File: src/rtl/button_conditioner_pkg.sv
// Shared definitions for the push-button front-end: channel FSM states, button
// indices and default timing constants.
package button_conditioner_pkg;

    typedef enum logic [2:0] {
        StIdle,
        StDbPress,
        StPressed,
        StHeld,
        StDbRel
    } btn_state_e;

    localparam int unsigned BTN_MODE       = 0;
    localparam int unsigned BTN_RESET      = 1;
    localparam int unsigned BTN_START_STOP = 2;
    localparam int unsigned BTN_EDIT_SHIFT = 3;
    localparam int unsigned BTN_INC        = 4;

    localparam int unsigned DEF_N_BTN        = 5;
    localparam int unsigned DEF_DEBOUNCE_CYC = 1_000_000;
    localparam int unsigned DEF_LONG_CYC     = 100_000_000;
    localparam int unsigned DEF_REPEAT_CYC   = 20_000_000;
    localparam logic [4:0]  DEF_REPEAT_MASK  = 5'(1 << BTN_INC);

    function automatic int unsigned max3(input int unsigned a, input int unsigned b,
                                         input int unsigned c);
        int unsigned m;
        m = (a > b) ? a : b;
        return (m > c) ? m : c;
    endfunction

endpackage

File: src/rtl/button_conditioner_channel.sv
// One button channel: 2-flop synchroniser, debounce FSM and hold/repeat counters.
// All outputs are registered one-cycle pulses except the debounced level.
module button_conditioner_channel
    import button_conditioner_pkg::*;
#(
    parameter int unsigned DEBOUNCE_CYC = DEF_DEBOUNCE_CYC,
    parameter int unsigned LONG_CYC     = DEF_LONG_CYC,
    parameter int unsigned REPEAT_CYC   = DEF_REPEAT_CYC,
    parameter int unsigned CNT_W        = 27,
    parameter bit          REPEAT_EN    = 1'b0
) (
    input  logic clk,
    input  logic reset_n,
    input  logic btn_raw,
    output logic level,
    output logic press_pulse,
    output logic release_pulse,
    output logic long_pulse,
    output logic repeat_pulse
);

    localparam logic [CNT_W-1:0] DB_LAST   = CNT_W'(DEBOUNCE_CYC - 1);
    localparam logic [CNT_W-1:0] LONG_LAST = CNT_W'(LONG_CYC - 1);
    localparam logic [CNT_W-1:0] REP_LAST  = CNT_W'(REPEAT_CYC - 1);

    logic             sync_q1;
    logic             sync_q2;
    btn_state_e       state_q;
    logic [CNT_W-1:0] dcnt_q;
    logic [CNT_W-1:0] hcnt_q;
    logic [CNT_W-1:0] rcnt_q;
    logic             long_flag_q;

    always_ff @(posedge clk) begin
        if (!reset_n) begin
            sync_q1       <= 1'b0;
            sync_q2       <= 1'b0;
            state_q       <= StIdle;
            dcnt_q        <= '0;
            hcnt_q        <= '0;
            rcnt_q        <= '0;
            long_flag_q   <= 1'b0;
            level         <= 1'b0;
            press_pulse   <= 1'b0;
            release_pulse <= 1'b0;
            long_pulse    <= 1'b0;
            repeat_pulse  <= 1'b0;
        end else begin
            sync_q1       <= btn_raw;
            sync_q2       <= sync_q1;
            press_pulse   <= 1'b0;
            release_pulse <= 1'b0;
            long_pulse    <= 1'b0;
            repeat_pulse  <= 1'b0;

            case (state_q)
                StIdle: begin
                    if (sync_q2) begin
                        state_q <= StDbPress;
                        dcnt_q  <= '0;
                    end
                end
                StDbPress: begin
                    if (!sync_q2) begin
                        state_q <= StIdle;
                    end else if (dcnt_q == DB_LAST) begin
                        state_q     <= StPressed;
                        press_pulse <= 1'b1;
                        level       <= 1'b1;
                        hcnt_q      <= '0;
                        long_flag_q <= 1'b0;
                    end else begin
                        dcnt_q <= dcnt_q + 1'b1;
                    end
                end
                StPressed: begin
                    // hcnt stops at its terminal value: the state leaves PRESSED there.
                    if (hcnt_q == LONG_LAST) begin
                        state_q     <= StHeld;
                        long_pulse  <= 1'b1;
                        long_flag_q <= 1'b1;
                        rcnt_q      <= '0;
                    end else begin
                        hcnt_q <= hcnt_q + 1'b1;
                        if (!sync_q2) begin
                            state_q <= StDbRel;
                            dcnt_q  <= '0;
                        end
                    end
                end
                StHeld: begin
                    if (rcnt_q == REP_LAST) begin
                        rcnt_q       <= '0;
                        repeat_pulse <= REPEAT_EN;
                    end else begin
                        rcnt_q <= rcnt_q + 1'b1;
                    end
                    if (!sync_q2) begin
                        state_q <= StDbRel;
                        dcnt_q  <= '0;
                    end
                end
                StDbRel: begin
                    // hcnt/rcnt hold here so a glitch only delays long/repeat timing.
                    if (sync_q2) begin
                        state_q <= long_flag_q ? StHeld : StPressed;
                    end else if (dcnt_q == DB_LAST) begin
                        state_q       <= StIdle;
                        release_pulse <= 1'b1;
                        level         <= 1'b0;
                    end else begin
                        dcnt_q <= dcnt_q + 1'b1;
                    end
                end
                default: state_q <= StIdle;
            endcase
        end
    end

endmodule

File: src/rtl/button_conditioner.sv
// Push-button front-end: one independent synchronise/debounce/event channel per
// button, producing press, release, long-press and auto-repeat pulses.
module button_conditioner
    import button_conditioner_pkg::*;
#(
    parameter int unsigned          N_BTN        = DEF_N_BTN,
    parameter int unsigned          DEBOUNCE_CYC = DEF_DEBOUNCE_CYC,
    parameter int unsigned          LONG_CYC     = DEF_LONG_CYC,
    parameter int unsigned          REPEAT_CYC   = DEF_REPEAT_CYC,
    parameter logic [N_BTN-1:0]     REPEAT_MASK  = DEF_REPEAT_MASK
) (
    input  logic             clk,
    input  logic             reset_n,
    input  logic [N_BTN-1:0] btn_in,
    output logic [N_BTN-1:0] btn_level,
    output logic [N_BTN-1:0] btn_press,
    output logic [N_BTN-1:0] btn_release,
    output logic [N_BTN-1:0] btn_long,
    output logic [N_BTN-1:0] btn_repeat
);

    localparam int unsigned CNT_W = $clog2(max3(DEBOUNCE_CYC, LONG_CYC, REPEAT_CYC));

    for (genvar i = 0; i < N_BTN; i++) begin : g_chan
        button_conditioner_channel #(
            .DEBOUNCE_CYC (DEBOUNCE_CYC),
            .LONG_CYC     (LONG_CYC),
            .REPEAT_CYC   (REPEAT_CYC),
            .CNT_W        (CNT_W),
            .REPEAT_EN    (REPEAT_MASK[i])
        ) u_chan (
            .clk           (clk),
            .reset_n       (reset_n),
            .btn_raw       (btn_in[i]),
            .level         (btn_level[i]),
            .press_pulse   (btn_press[i]),
            .release_pulse (btn_release[i]),
            .long_pulse    (btn_long[i]),
            .repeat_pulse  (btn_repeat[i])
        );
    end

endmodule

File: config.mk
export PLATFORM = sky130hd
export DESIGN_NAME = button_conditioner
export DESIGN_NICKNAME = d
export VERILOG_FILES = /design/src/rtl/button_conditioner_pkg.sv /design/src/rtl/button_conditioner_channel.sv /design/src/rtl/button_conditioner.sv
export SDC_FILE = /design/constraint.sdc
export NUM_CORES = 1
export LEC_CHECK = 0
export CAP_MARGIN = 20
export CORE_MARGIN = 2
export CORE_UTILIZATION = 25
export CTS_BUF_LIST = sky130_fd_sc_hd__clkbuf_4
export DETAILED_ROUTE_END_ITERATION = 8
export SETUP_SLACK_MARGIN = 0.05
export SYNTH_ARGS = -nofsm -noshare
export SYNTH_HDL_FRONTEND = slang
export SYNTH_SLANG_ARGS = --single-unit
File: constraint.sdc
create_clock -name clk -period 3 [get_ports clk]
set_clock_uncertainty 0.2 [all_clocks]
set_input_delay 0.3 -clock clk [delete_from_list [all_inputs] [get_ports clk]]
set_output_delay 0.3 -clock clk [all_outputs]
set_load 0.03 [all_outputs]
==> metrics.md <==
| Metric | Value |
|---|---|
| Outcome | `finished clean` |
| CP required | `3490 ps` |
| Starting Density | `0.251` |
| Worst hold path class | `reg -> reg` |
| Avg Inst Size Synth | `7.76 um2` |
| Initial antenna violation count | `1` |
| Clock-pin slew on the worst setup and hold paths | `80 ps` |
| LEAKAGE | `7.05 nW` |
| Layout Cells excl Fill | `3588` |
| Share of layout cells above drive strength 1 | `0.135` |
| Maximum buffer depth of the clock tree | `3` |
| Via/cell ratio | `5.20` |
| Synth Instances | `2446` |
| Switching power | `0.00236 W` |
| Tot GR Track Use | `0.126` |
| Worst IR Drop VDD | `203 uV` |
| Sequential power share | `0.491` |
| Total Die Area | `78200 um2` |
| Slew Limit Fails | `0` |
| Top post-synthesis cells by area | `dfxtp_1 37%, nand2_1 5.1%, nor2_1 4.3%` |
| Number of enable flip-flop cells after synthesis | `0` |
| Type of origin of the critical path | `flop` |
| Reg-to-reg startpoint | `g_chan[4].u_chan.dcnt_q[11]` |
| Slowest-stage cell, CP | `or4_4` |
| Worst slew margin | `0.358` |
| Total CTS buffers | `100` |
| Number of I/O pins | `32` |
| Vias | `18661` |
| Fmax | `352 MHz` |
| Pwr dens | `431 nW/um2` |
| FILL cells | `8150` |
| DRC Markers | `0` |
| Layout area overhead | `15.9%` |
| Pre-CTS setup slack | `161 ps` |
| DP HPWL | `32700 um` |
| Site Rows | `101` |
| Yosys cell types | `93` |
| DRT iter0 DRCs | `1194` |
| RSZ-0062 raised after global routing | `no` |
| Area leader, netlist | `dfxtp_1` |
| Chip Height | `280 um` |
| CP startpoint | `g_chan[4].u_chan.dcnt_q[11]` |
| H-tree lvl count | `3` |
| Grt ovf | `0` |
| Fin crit period | `2840 ps` |
| Crit path max fanout | `5` |
| Worst Tran Pin Value | `961 ps` |
| First-pass GRT wire length | `85000 um` |
| Drt first pass iters | `5` |
| Top cell type's share of synthesized area | `0.367` |
| Clock tree from TritonCTS | `yes` |
| Gpl congestion | `0.797` |
| CP max stage delay | `550 ps` |
| CP Class | `reg -> reg` |
| Die width | `280 um` |
| Vias in the first global route | `17151` |
| Largest net degree at the start of global routing | `80` |
| Hold Startpoint | `g_chan[3].u_chan.sync_q1` |
| Hold Slack | `199 ps` |
| CTS Root Buffer Type | `clkbuf_4` |
| Clock Power Share | `0.472` |
| Final Net Count | `2551` |
| Setup-failing EPs final | `0` |
| Max Cap Violations | `0` |
| Placed cell count | `3398` |
| Yosys Warn Count | `0` |
| Drt total wl | `50700 um` |
| Power share of the combinational group | `0.037` |
| Crit end category | `flop` |
| Setup TNS | `0 ps` |
| Final ANT Viol Nets | `0` |
| Post-synthesis sequential area ratio | `0.367` |
| Flop and latch count out of synthesis | `348` |
| Power Total | `0.00948 W` |
| Drt wl/cell | `14.1 um` |
| PnR worst setup slack | `161 ps` |
| Core footprint | `75600 um2` |
| Ys flop type | `dfxtp_1` |
| # port buffers | `27` |
| Sw Ratio | `0.249` |
| Worst-skew pair later-pin latency | `830 ps` |
| Hold Fails Final Rpt | `0` |
| Synth async-reset ratio | `0` |
| Cell Int Power | `0.00712 W` |
| Final worst path period share | `0.946` |
| CTS Sinks | `348` |
| Arr. time, crit path | `3320 ps` |
| Crit path cell chain | `or4_1, or4_4, o41ai_4, o41ai_2, and3_1, or3_1` |
| Cell Area, Synth | `19000 um2` |
==> timing repair <==
action | in CTS | in global routing
buffers inserted | 0 | 5
gates resized for setup | 0 | 2
setup endpoints to repair | 0 | 19
hold buffers | 6 | 0
endpoints found under the hold margin | 122 | 0
==> power by group through the flow <==
stage          sequential, W  clock [W]  combinational (W)
2_1_floorplan        0.00474          0           0.000240
3_3_place_gp         0.00475          0           0.000346
3_5_place_dp         0.00475          0           0.000345
4_1_cts              0.00465    0.00467           0.000352
5_1_grt              0.00465    0.00489           0.000388
6_report             0.00465    0.00448           0.000352
==> cells by family (layout without fill, tap and decap cells) <==
logic type	Yosys count	after routing	share of synthesized area
mux	4	4	0.00211
buf+inv	208	368	0.0509
simple gates	1146	1146	0.315
compound gates	682	682	0.237
fa+ha+maj	11	11	0.00725
flops	348	348	0.367
xor+xnor	46	46	0.0212
other cells	1	5	0.000197
==> layout by cell type (no fill, tap or decap), types with 13 or more instances in the layout <==
cell and instances:
o211ai_1 18, nand3b_1 15, dfxtp_1 348, nand2_1 259
nand4_1 61, inv_1 31, and2_1 38, or3_1 38
nand2b_1 29, clkdlybuf4s50_1 26, nor4_1 53, nor2_1 219
o21ai_0 163, or4_1 20, and4_1 30, xnor2_1 19
nand4b_1 13, a21oi_1 158, nand3_1 149, a211oi_1 23
o2111ai_1 19, a31oi_1 96, nor3_1 90, a311oi_1 50
clkbuf_4 152, and3_1 56, o22ai_1 13, buf_4 119
or2_2 14, clkinv_1 20, o21a_1 16, o221a_2 23
xor2_1 27
==> per-layer routing <==
| metal | vias up | wire [um] | GRT usage |
|---|---|---|---|
| met3 | 74 | 2210 | 0.0206 |
| met1 | 8766 | 24800 | 0.172 |
| met4 | 0 | 829 | 0.0443 |
| li1 | 9441 | - | - |
| met2 | 380 | 22900 | 0.201 |
| met5 | - | 0 | 0 |
==> cells in the mapped netlist (15+ instances only) <==
cell and count:
a211oi_1 23, a21oi_1 158, a311oi_1 51, a31oi_1 96, and2_1 38, and3_1 56, and4_1 30, buf_4 30
clkbuf_1 125, dfxtp_1 348, inv_1 31, nand2_1 259, nand2b_1 29, nand3_1 149, nand3b_1 15, nand4_1 61
nor2_1 220, nor3_1 90, nor4_1 53, o2111ai_1 19, o211ai_1 18, o21a_1 16, o21ai_0 165, o221a_2 23
or3_1 38, or4_1 20, xnor2_1 19, xor2_1 27
==> worst max-delay path, delay by kind of cell (launching register included) <==
| family | cells | cell delay [ps] |
|---|---|---|
| flops | 1 | 340 |
| simple gates | 4 | 1620 |
| compound gates | 2 | 550 |
==> worst paths after layout <==
path                            slack [ps]                          end  cells past startpoint
worst max-delay path                   160  g_chan[4].u_chan.dcnt_q[15]                      6
worst min-delay path                   200     g_chan[3].u_chan.sync_q2                      1
worst max register to register         160  g_chan[4].u_chan.dcnt_q[15]                      6
worst min register to register         200     g_chan[3].u_chan.sync_q2                      1
==> stage by stage <==
stage               area [um2]  utilization
global placement         20600        0.273
finish                   22000        0.291
global route             22000        0.291
floorplan                19000            -
detailed placement       20600        0.273
CTS                      21900        0.290
==> sequential cells by signal, summed over array words and instances, names as in the netlist <==
name / count
g_chan.u_chan.press_pulse: 5
g_chan.u_chan.sync_q1: 5
g_chan.u_chan.level: 5
g_chan.u_chan.repeat_pulse: 1
g_chan.u_chan.sync_q2: 5
g_chan.u_chan.hcnt_q: 135
g_chan.u_chan.long_pulse: 5
g_chan.u_chan.long_flag_q: 5
g_chan.u_chan.dcnt_q: 135
g_chan.u_chan.state_q: 15
g_chan.u_chan.rcnt_q: 27
g_chan.u_chan.release_pulse: 5
==> layout make-up <==
cell class | instances | area, um2 | share of cell area
Multi-Input combinational cell | 1893 | 11100 | 0.503
Sequential cell | 348 | 6970 | 0.316
Timing Repair Buffer | 158 | 1350 | 0.0611
Tap cell | 978 | 1220 | 0.0556
Clock buffer | 152 | 1140 | 0.0518
Clock inverter | 26 | 130 | 0.00591
Inverter | 32 | 125 | 0.00568
Antenna cell | 1 | 2.50 | 0.000114
Note: power is estimated with default switching activity, not from simulation.
